**config.mk**
```make
export PLATFORM = sky130hd
export DESIGN_NAME = ft2232h_tx_buffer
export DESIGN_NICKNAME = d
export VERILOG_FILES = /design/src/rtl/ft2232h_pkg.sv /design/src/rtl/ft2232h_byte_fifo.sv /design/src/rtl/ft2232h_tx_buffer.sv
export SDC_FILE = /design/constraint.sdc
export NUM_CORES = 1
export LEC_CHECK = 0
export ABC_AREA = 1
export CAP_MARGIN = 20
export CELL_PAD_IN_SITES_DETAIL_PLACEMENT = 1
export CELL_PAD_IN_SITES_GLOBAL_PLACEMENT = 1
export CORE_MARGIN = 8
export CORE_UTILIZATION = 41
export CTS_BUF_LIST = sky130_fd_sc_hd__clkbuf_4 sky130_fd_sc_hd__clkbuf_8 sky130_fd_sc_hd__clkbuf_16
export CTS_CLUSTER_DIAMETER = 100
export DETAILED_ROUTE_END_ITERATION = 10
export GPL_TIMING_DRIVEN = 0
export HOLD_SLACK_MARGIN = 0.15
export PLACE_DENSITY = 0.74
export SETUP_SLACK_MARGIN = 0.15
export SLEW_MARGIN = 10
export SYNTH_ARGS = -nofsm -noshare
export SYNTH_HDL_FRONTEND = slang
export SYNTH_SLANG_ARGS = --single-unit
export TNS_END_PERCENT = 30
```
**constraint.sdc**
```tcl
create_clock -name clk -period 8.7 [get_ports clk]
set_input_delay 1.305 -clock clk [delete_from_list [all_inputs] [get_ports clk]]
set_output_delay 1.305 -clock clk [all_outputs]
set_load 0.01 [all_outputs]
```
**src/rtl/ft2232h_pkg.sv**
```systemverilog
// Shared definitions for the FT2232H TX byte buffer.
// Burst state encodings, byte width and a constant clog2 helper.
package ft2232h_pkg;

    localparam int BYTE_W = 8;

    localparam logic [1:0] IDLE  = 2'b00;
    localparam logic [1:0] ACCUM = 2'b01;
    localparam logic [1:0] BURST = 2'b10;

    function automatic int clog2(input int value);
        int r;
        r = 0;
        for (int i = 0; i < 31; i++) begin
            if ((1 << i) < value) r = i + 1;
        end
        return r;
    endfunction

endpackage

```
**src/rtl/ft2232h_byte_fifo.sv**
```systemverilog
// Circular byte FIFO with wrap-bit pointers and first-word-fall-through read.
// Ports: clk, reset (async active-low), push/push_data, pop/pop_data, full, empty, level.
module ft2232h_byte_fifo
    import ft2232h_pkg::*;
#(
    parameter int DEPTH = 64,
    localparam int ADDR_W = clog2(DEPTH)
) (
    input  logic              clk,
    input  logic              reset,
    input  logic              push,
    input  logic [BYTE_W-1:0] push_data,
    input  logic              pop,
    output logic [BYTE_W-1:0] pop_data,
    output logic              full,
    output logic              empty,
    output logic [ADDR_W:0]   level
);

    localparam logic [ADDR_W:0] PTR_ONE = 1;

    logic [BYTE_W-1:0] mem [DEPTH];
    logic [ADDR_W:0]   wr_ptr;
    logic [ADDR_W:0]   rd_ptr;

    assign empty = (wr_ptr == rd_ptr);
    assign full  = (wr_ptr[ADDR_W-1:0] == rd_ptr[ADDR_W-1:0])
                && (wr_ptr[ADDR_W] != rd_ptr[ADDR_W]);
    assign level = wr_ptr - rd_ptr;
    assign pop_data = mem[rd_ptr[ADDR_W-1:0]];

    always_ff @(posedge clk or negedge reset) begin
        if (!reset) begin
            wr_ptr <= '0;
            rd_ptr <= '0;
        end else begin
            if (push && !full) wr_ptr <= wr_ptr + PTR_ONE;
            if (pop && !empty) rd_ptr <= rd_ptr + PTR_ONE;
        end
    end

    // Storage is not reset; contents are only visible through valid pointers.
    always_ff @(posedge clk) begin
        if (push && !full) mem[wr_ptr[ADDR_W-1:0]] <= push_data;
    end

endmodule

```
**src/rtl/ft2232h_tx_buffer.sv**
```systemverilog
// Byte buffer and burst controller feeding the FT2232H sync-FIFO TX stage.
// Ports: clk, reset (async active-low), in_data/in_valid/in_ready,
// out_data/out_valid/out_ready, flush, overflow (sticky).
// Define FT2232H_TX_BUF_LEVEL_EN to add the level and almost_full outputs.
module ft2232h_tx_buffer
    import ft2232h_pkg::*;
#(
    parameter int DEPTH        = 64,
    parameter int BURST_THRESH = 16,
    parameter int IDLE_TIMEOUT = 255,
    localparam int ADDR_W = clog2(DEPTH)
) (
    input  logic              clk,
    input  logic              reset,
    input  logic [BYTE_W-1:0] in_data,
    input  logic              in_valid,
    output logic              in_ready,
    output logic [BYTE_W-1:0] out_data,
    output logic              out_valid,
    input  logic              out_ready,
    input  logic              flush,
    output logic              overflow
`ifdef FT2232H_TX_BUF_LEVEL_EN
    ,
    output logic [ADDR_W:0]   level,
    output logic              almost_full
`endif
);

    localparam int LW      = ADDR_W + 1;
    localparam int TIMER_W = clog2(IDLE_TIMEOUT + 1);

    localparam logic [LW-1:0]      THRESH    = LW'(BURST_THRESH);
    localparam logic [LW-1:0]      LVL_ONE   = 1;
    localparam logic [TIMER_W-1:0] TIMER_MAX = TIMER_W'(IDLE_TIMEOUT);
    localparam logic [TIMER_W-1:0] TIMER_ONE = 1;

    logic              full;
    logic              empty;
    logic [LW-1:0]     fill;
    logic [BYTE_W-1:0] head;
    logic              push;
    logic              pop;
    logic              last_pop;
    logic              open_burst;
    logic [1:0]        state;
    logic [TIMER_W-1:0] timer;

    assign push     = in_valid && !full;
    assign pop      = out_valid && out_ready;
    assign last_pop = pop && !push && (fill == LVL_ONE);

    // Pointers are registered, so !full already reflects the post-edge state.
    assign in_ready  = !full;
    assign out_valid = (state == BURST) && !empty;
    assign out_data  = out_valid ? head : '0;

    assign open_burst = flush || (fill >= THRESH) || (timer == TIMER_MAX);

    ft2232h_byte_fifo #(
        .DEPTH (DEPTH)
    ) u_fifo (
        .clk       (clk),
        .reset     (reset),
        .push      (push),
        .push_data (in_data),
        .pop       (pop),
        .pop_data  (head),
        .full      (full),
        .empty     (empty),
        .level     (fill)
    );

    always_ff @(posedge clk or negedge reset) begin
        if (!reset) begin
            state <= IDLE;
            timer <= '0;
        end else begin
            unique case (state)
                IDLE: begin
                    if (empty) begin
                        timer <= '0;
                    end else if (flush) begin
                        state <= BURST;
                        timer <= '0;
                    end else begin
                        state <= ACCUM;
                        timer <= TIMER_ONE;
                    end
                end
                ACCUM: begin
                    if (open_burst) begin
                        state <= BURST;
                        timer <= '0;
                    end else if (timer != '1) begin
                        timer <= timer + TIMER_ONE;
                    end
                end
                BURST: begin
                    timer <= '0;
                    if (last_pop || empty) state <= IDLE;
                end
                default: begin
                    state <= IDLE;
                    timer <= '0;
                end
            endcase
        end
    end

    always_ff @(posedge clk or negedge reset) begin
        if (!reset) overflow <= 1'b0;
        else if (in_valid && full) overflow <= 1'b1;
    end

`ifdef FT2232H_TX_BUF_LEVEL_EN
    localparam logic [LW-1:0] AF_LEVEL = LW'(DEPTH - 4);

    assign level       = fill;
    assign almost_full = (fill >= AF_LEVEL);
`endif

endmodule

```
==> flow_summary.yaml, run 1 <==
run_status:
  status: "completed"
timing:
  fmax_ghz: 0.182
  drv_slew: 0
  skew_ns: 0.0194
  fin_setup_tns_ns: 0
  setup_slack_ns: 3.21
  fin_crit_ns: 5.49
  slew_headroom_pct: 23.0
  hold_viol: 0
  grt_setup_unrepaired: "false"
  period_share_pct: 63.1
  setup_viol: 0
  tightestPinTransition_ns: 1.15
yosys:
  syn-num-nets: 2218
  synth_area_per_cell_um2: 10.5
  synth_seq_cells: 537
  async_reset_ff_share_pct: 4.66
  synth-edff-count: 512
  yosys_warnings: 0
  ys.flop_type: "edfxtp_1"
  syn-cell-area_mm2: 0.0231
  syn_inst: 2195
  seq_area_frac_synth_pct: 69.1
  ys_types: 32
drt:
  viasPerCell: 5.45
  drtIter0Drc: 1617
  vias: 16800
  dr.pass1.iters: 5
  drt-wirelength-per-cell_um: 25.7
  ant_nets: 0
  drt-total-wl_um: 79500
  drcViolationCount: 0
setup_path:
  crit_arrival_ns: 4.18
  reg2reg_to: "u_fifo.mem[24][4]"
  reg2reg_depth: 11
  regToRegSetupSlack_ns: 3.49
  cp-end-kind: "output pin"
  path_max_fanout: 10
  crit_type: "flip-flop to output pin"
  required_ns: 7.39
  r2r_start: "u_fifo.rd_ptr[4]"
  crit_path_start_kind: "flip-flop"
global_routing:
  antenna_found_initial: 2
  gr-total-overflow: 0
  grt_pass1_wl_um: 116000
  grt_max_degree: 65
  grt_pass1_vias: 17600
  grt_usage_pct: 24.8
die:
  num_io_pins: 24
  row_count: 87
  coreArea_mm2: 0.0561
  die_w_um: 254
  initial_utilization_pct: 41.3
  dieArea_mm2: 0.0643
  die_y_um: 254
clock_network:
  cts_root_buf: "clkbuf_16"
  clock_path_buffers: 3
  htree_levels: 2
  hold_buffers: 0
  cts_setup_buffers: 0
  ctsResizeCount: 0
  cts_tree: "built"
  cts_made_buffers: 57
  insertion_delay_ns: 0.63
  cts_sinks: 537
  clkTransAtPathRegs_ns: 0.06
finish:
  fin_nets: 2307
  final_common_cell: "nand2_1"
  drive_gt1_share_pct: 8.19
  area_delta_synth_final_pct: 14.1
  nFillCells: 6123
  final_cell_mix: "nand2_1 (611), edfxtp_1 (512), nor2_1 (306)"
power_and_ir_drop:
  sequentialPowerShare_pct: 32.5
  internal-power_w: 0.00544
  ir_drop_v: 0.000229
  p_per_area_mw_per_mm2: 351
  p_leak_nw: 10.3
  p_switching_w: 0.00383
  switching_share_pct: 41.3
  combPwrFrac_pct: 39.5
  pwr-share-clk_pct: 28.0
place:
  dpl_worst_slack_ns: 3.41
  hpwl_um: 53700
  portBuffers: 23
  place_congestion: 0.924
worst_hold_path:
  hp-start: "overflow"
  hp-class: "flip-flop to flip-flop"
  holdPathEnd: "overflow"
  whs_path_depth: 1
run:
  maxCapViolCount: 0
-- registers in the layout (all words and copies together), names as in the netlist --
| signal | flops |
|---|---|
| overflow | 1 |
| state | 2 |
| timer | 8 |
| u_fifo.mem | 512 |
| u_fifo.rd_ptr | 7 |
| u_fifo.wr_ptr | 7 |
-- cell families after synthesis --
group	Yosys count	share of synthesized area, %
simple gates	1169	20.6
flops	537	69.1
buf+inv	310	5.68
compound gates	154	3.46
xor+xnor	15	0.568
fa+ha+maj	10	0.573
-- metal layers --
layer  GRT usage (%)  wire [um]  up-vias
met4            10.8       3570        2
met1            31.4      32600     8477
li1                -          -     7480
met5               0         10        -
met2            40.3      36900      698
met3            5.81       6330      186
-- worst max-delay path, cell delays in order, from the launching register on --
cell	delay, ns
dfrtp_1	0.44
buf_2	0.24
clkbuf_1	0.70
buf_2	0.47
nand2_1	0.11
nand3_1	0.21
nand3_1	0.11
nand2_1	0.12
nand3_1	0.14
a21oi_1	0.35
clkdlybuf4s50_1	0.64
-- power by group through the flow --
stage	clock network, W	logic [W]	registers [W]
6_report	0.00260	0.00366	0.00301
5_1_grt	0.00270	0.00390	0.00302
4_1_cts	0.00261	0.00358	0.00301
3_5_place_dp	0	0.00355	0.00307
3_3_place_gp	0	0.00343	0.00306
2_1_floorplan	0	0.00198	0.00305
-- stage by stage --
| step | cell area, um2 | util, % | std cells | hold slack (ns) | total power, W |
|---|---|---|---|---|---|
| 6_report | 26400 | 47.1 | 3088 | 0.479 | 0.00927 |
| 5_1_grt | 26400 | 47.1 | 3087 | 0.496 | 0.00962 |
| 4_1_cts | 26400 | 47.0 | 3085 | 0.482 | 0.00921 |
| 3_5_place_dp | 24400 | 43.5 | 2979 | 0.468 | 0.00662 |
| 3_3_place_gp | 24300 | 43.4 | 2974 | 0.458 | 0.00650 |
| 2_1_floorplan | 23100 | - | 2195 | 0.490 | 0.00503 |
-- cell usage after synthesis (2+ instances only) --
master | instances | area [um2]
a21oi_1 | 41 | 205
buf_1 | 13 | 48.8
buf_2 | 39 | 195
buf_4 | 9 | 67.6
buf_6 | 7 | 78.8
clkbuf_1 | 36 | 135
clkinv_1 | 2 | 7.51
dfrtp_1 | 25 | 626
edfxtp_1 | 512 | 15400
ha_1 | 9 | 113
inv_1 | 196 | 736
inv_2 | 5 | 18.8
nand2_1 | 611 | 2290
nand2_2 | 2 | 12.5
nand3_1 | 208 | 1040
nand3b_1 | 5 | 37.5
nand4_1 | 10 | 62.6
nor2_1 | 306 | 1150
nor3_1 | 5 | 25.0
nor3b_1 | 2 | 15.0
o211ai_1 | 11 | 82.6
o21ai_0 | 100 | 500
or2_2 | 19 | 119
xnor2_1 | 2 | 17.5
xor2_1 | 13 | 114
-- how the worst max path moves through the flow --
stage,from,endpoint,cells past startpoint
floorplan,u_fifo.rd_ptr[1],out_data[0],10
global placement,u_fifo.rd_ptr[4],u_fifo.mem[27][2],11
detailed placement,u_fifo.rd_ptr[4],u_fifo.mem[42][0],11
CTS,u_fifo.rd_ptr[1],out_data[2],10
global route,u_fifo.rd_ptr[4],out_data[5],10
finish,u_fifo.rd_ptr[1],out_data[2],10
-- final cells by class --
type	instances	area, um2	share of cell area [%]
Multi-Input combinational cell	1348	5840	22.1
Clock inverter	41	475	1.80
Antenna cell	1	2.50	0.00948
Clock buffer	65	1500	5.70
Buffer	106	546	2.07
Tap cell	756	946	3.58
Timing Repair Buffer	30	315	1.19
Sequential cell	537	16000	60.6
Inverter	204	768	2.91
Note: power is estimated with default switching activity, not from simulation.
==> run 2, diff against run 1 <==
- clock period: 8.7 -> 5.5 ns (I/O delays scaled with it)
==> results of run 2 <==
The final DEF is identical to that of run 1. Status: completed.
Main changes from that run: setup slack after placement 3.41 ns -> 0.207 ns; setup slack after layout 3.21 ns -> 0.293 ns; start point of the critical path u_fifo.rd_ptr[1] -> u_fifo.rd_ptr[4]; end point of the critical path out_data[2] -> u_fifo.mem[24][4]; register-to-register setup slack 3.49 ns -> 0.29 ns; total power 0.00927 W -> 0.0147 W; worst IR drop on VDD 0.000229 V -> 0.000362 V
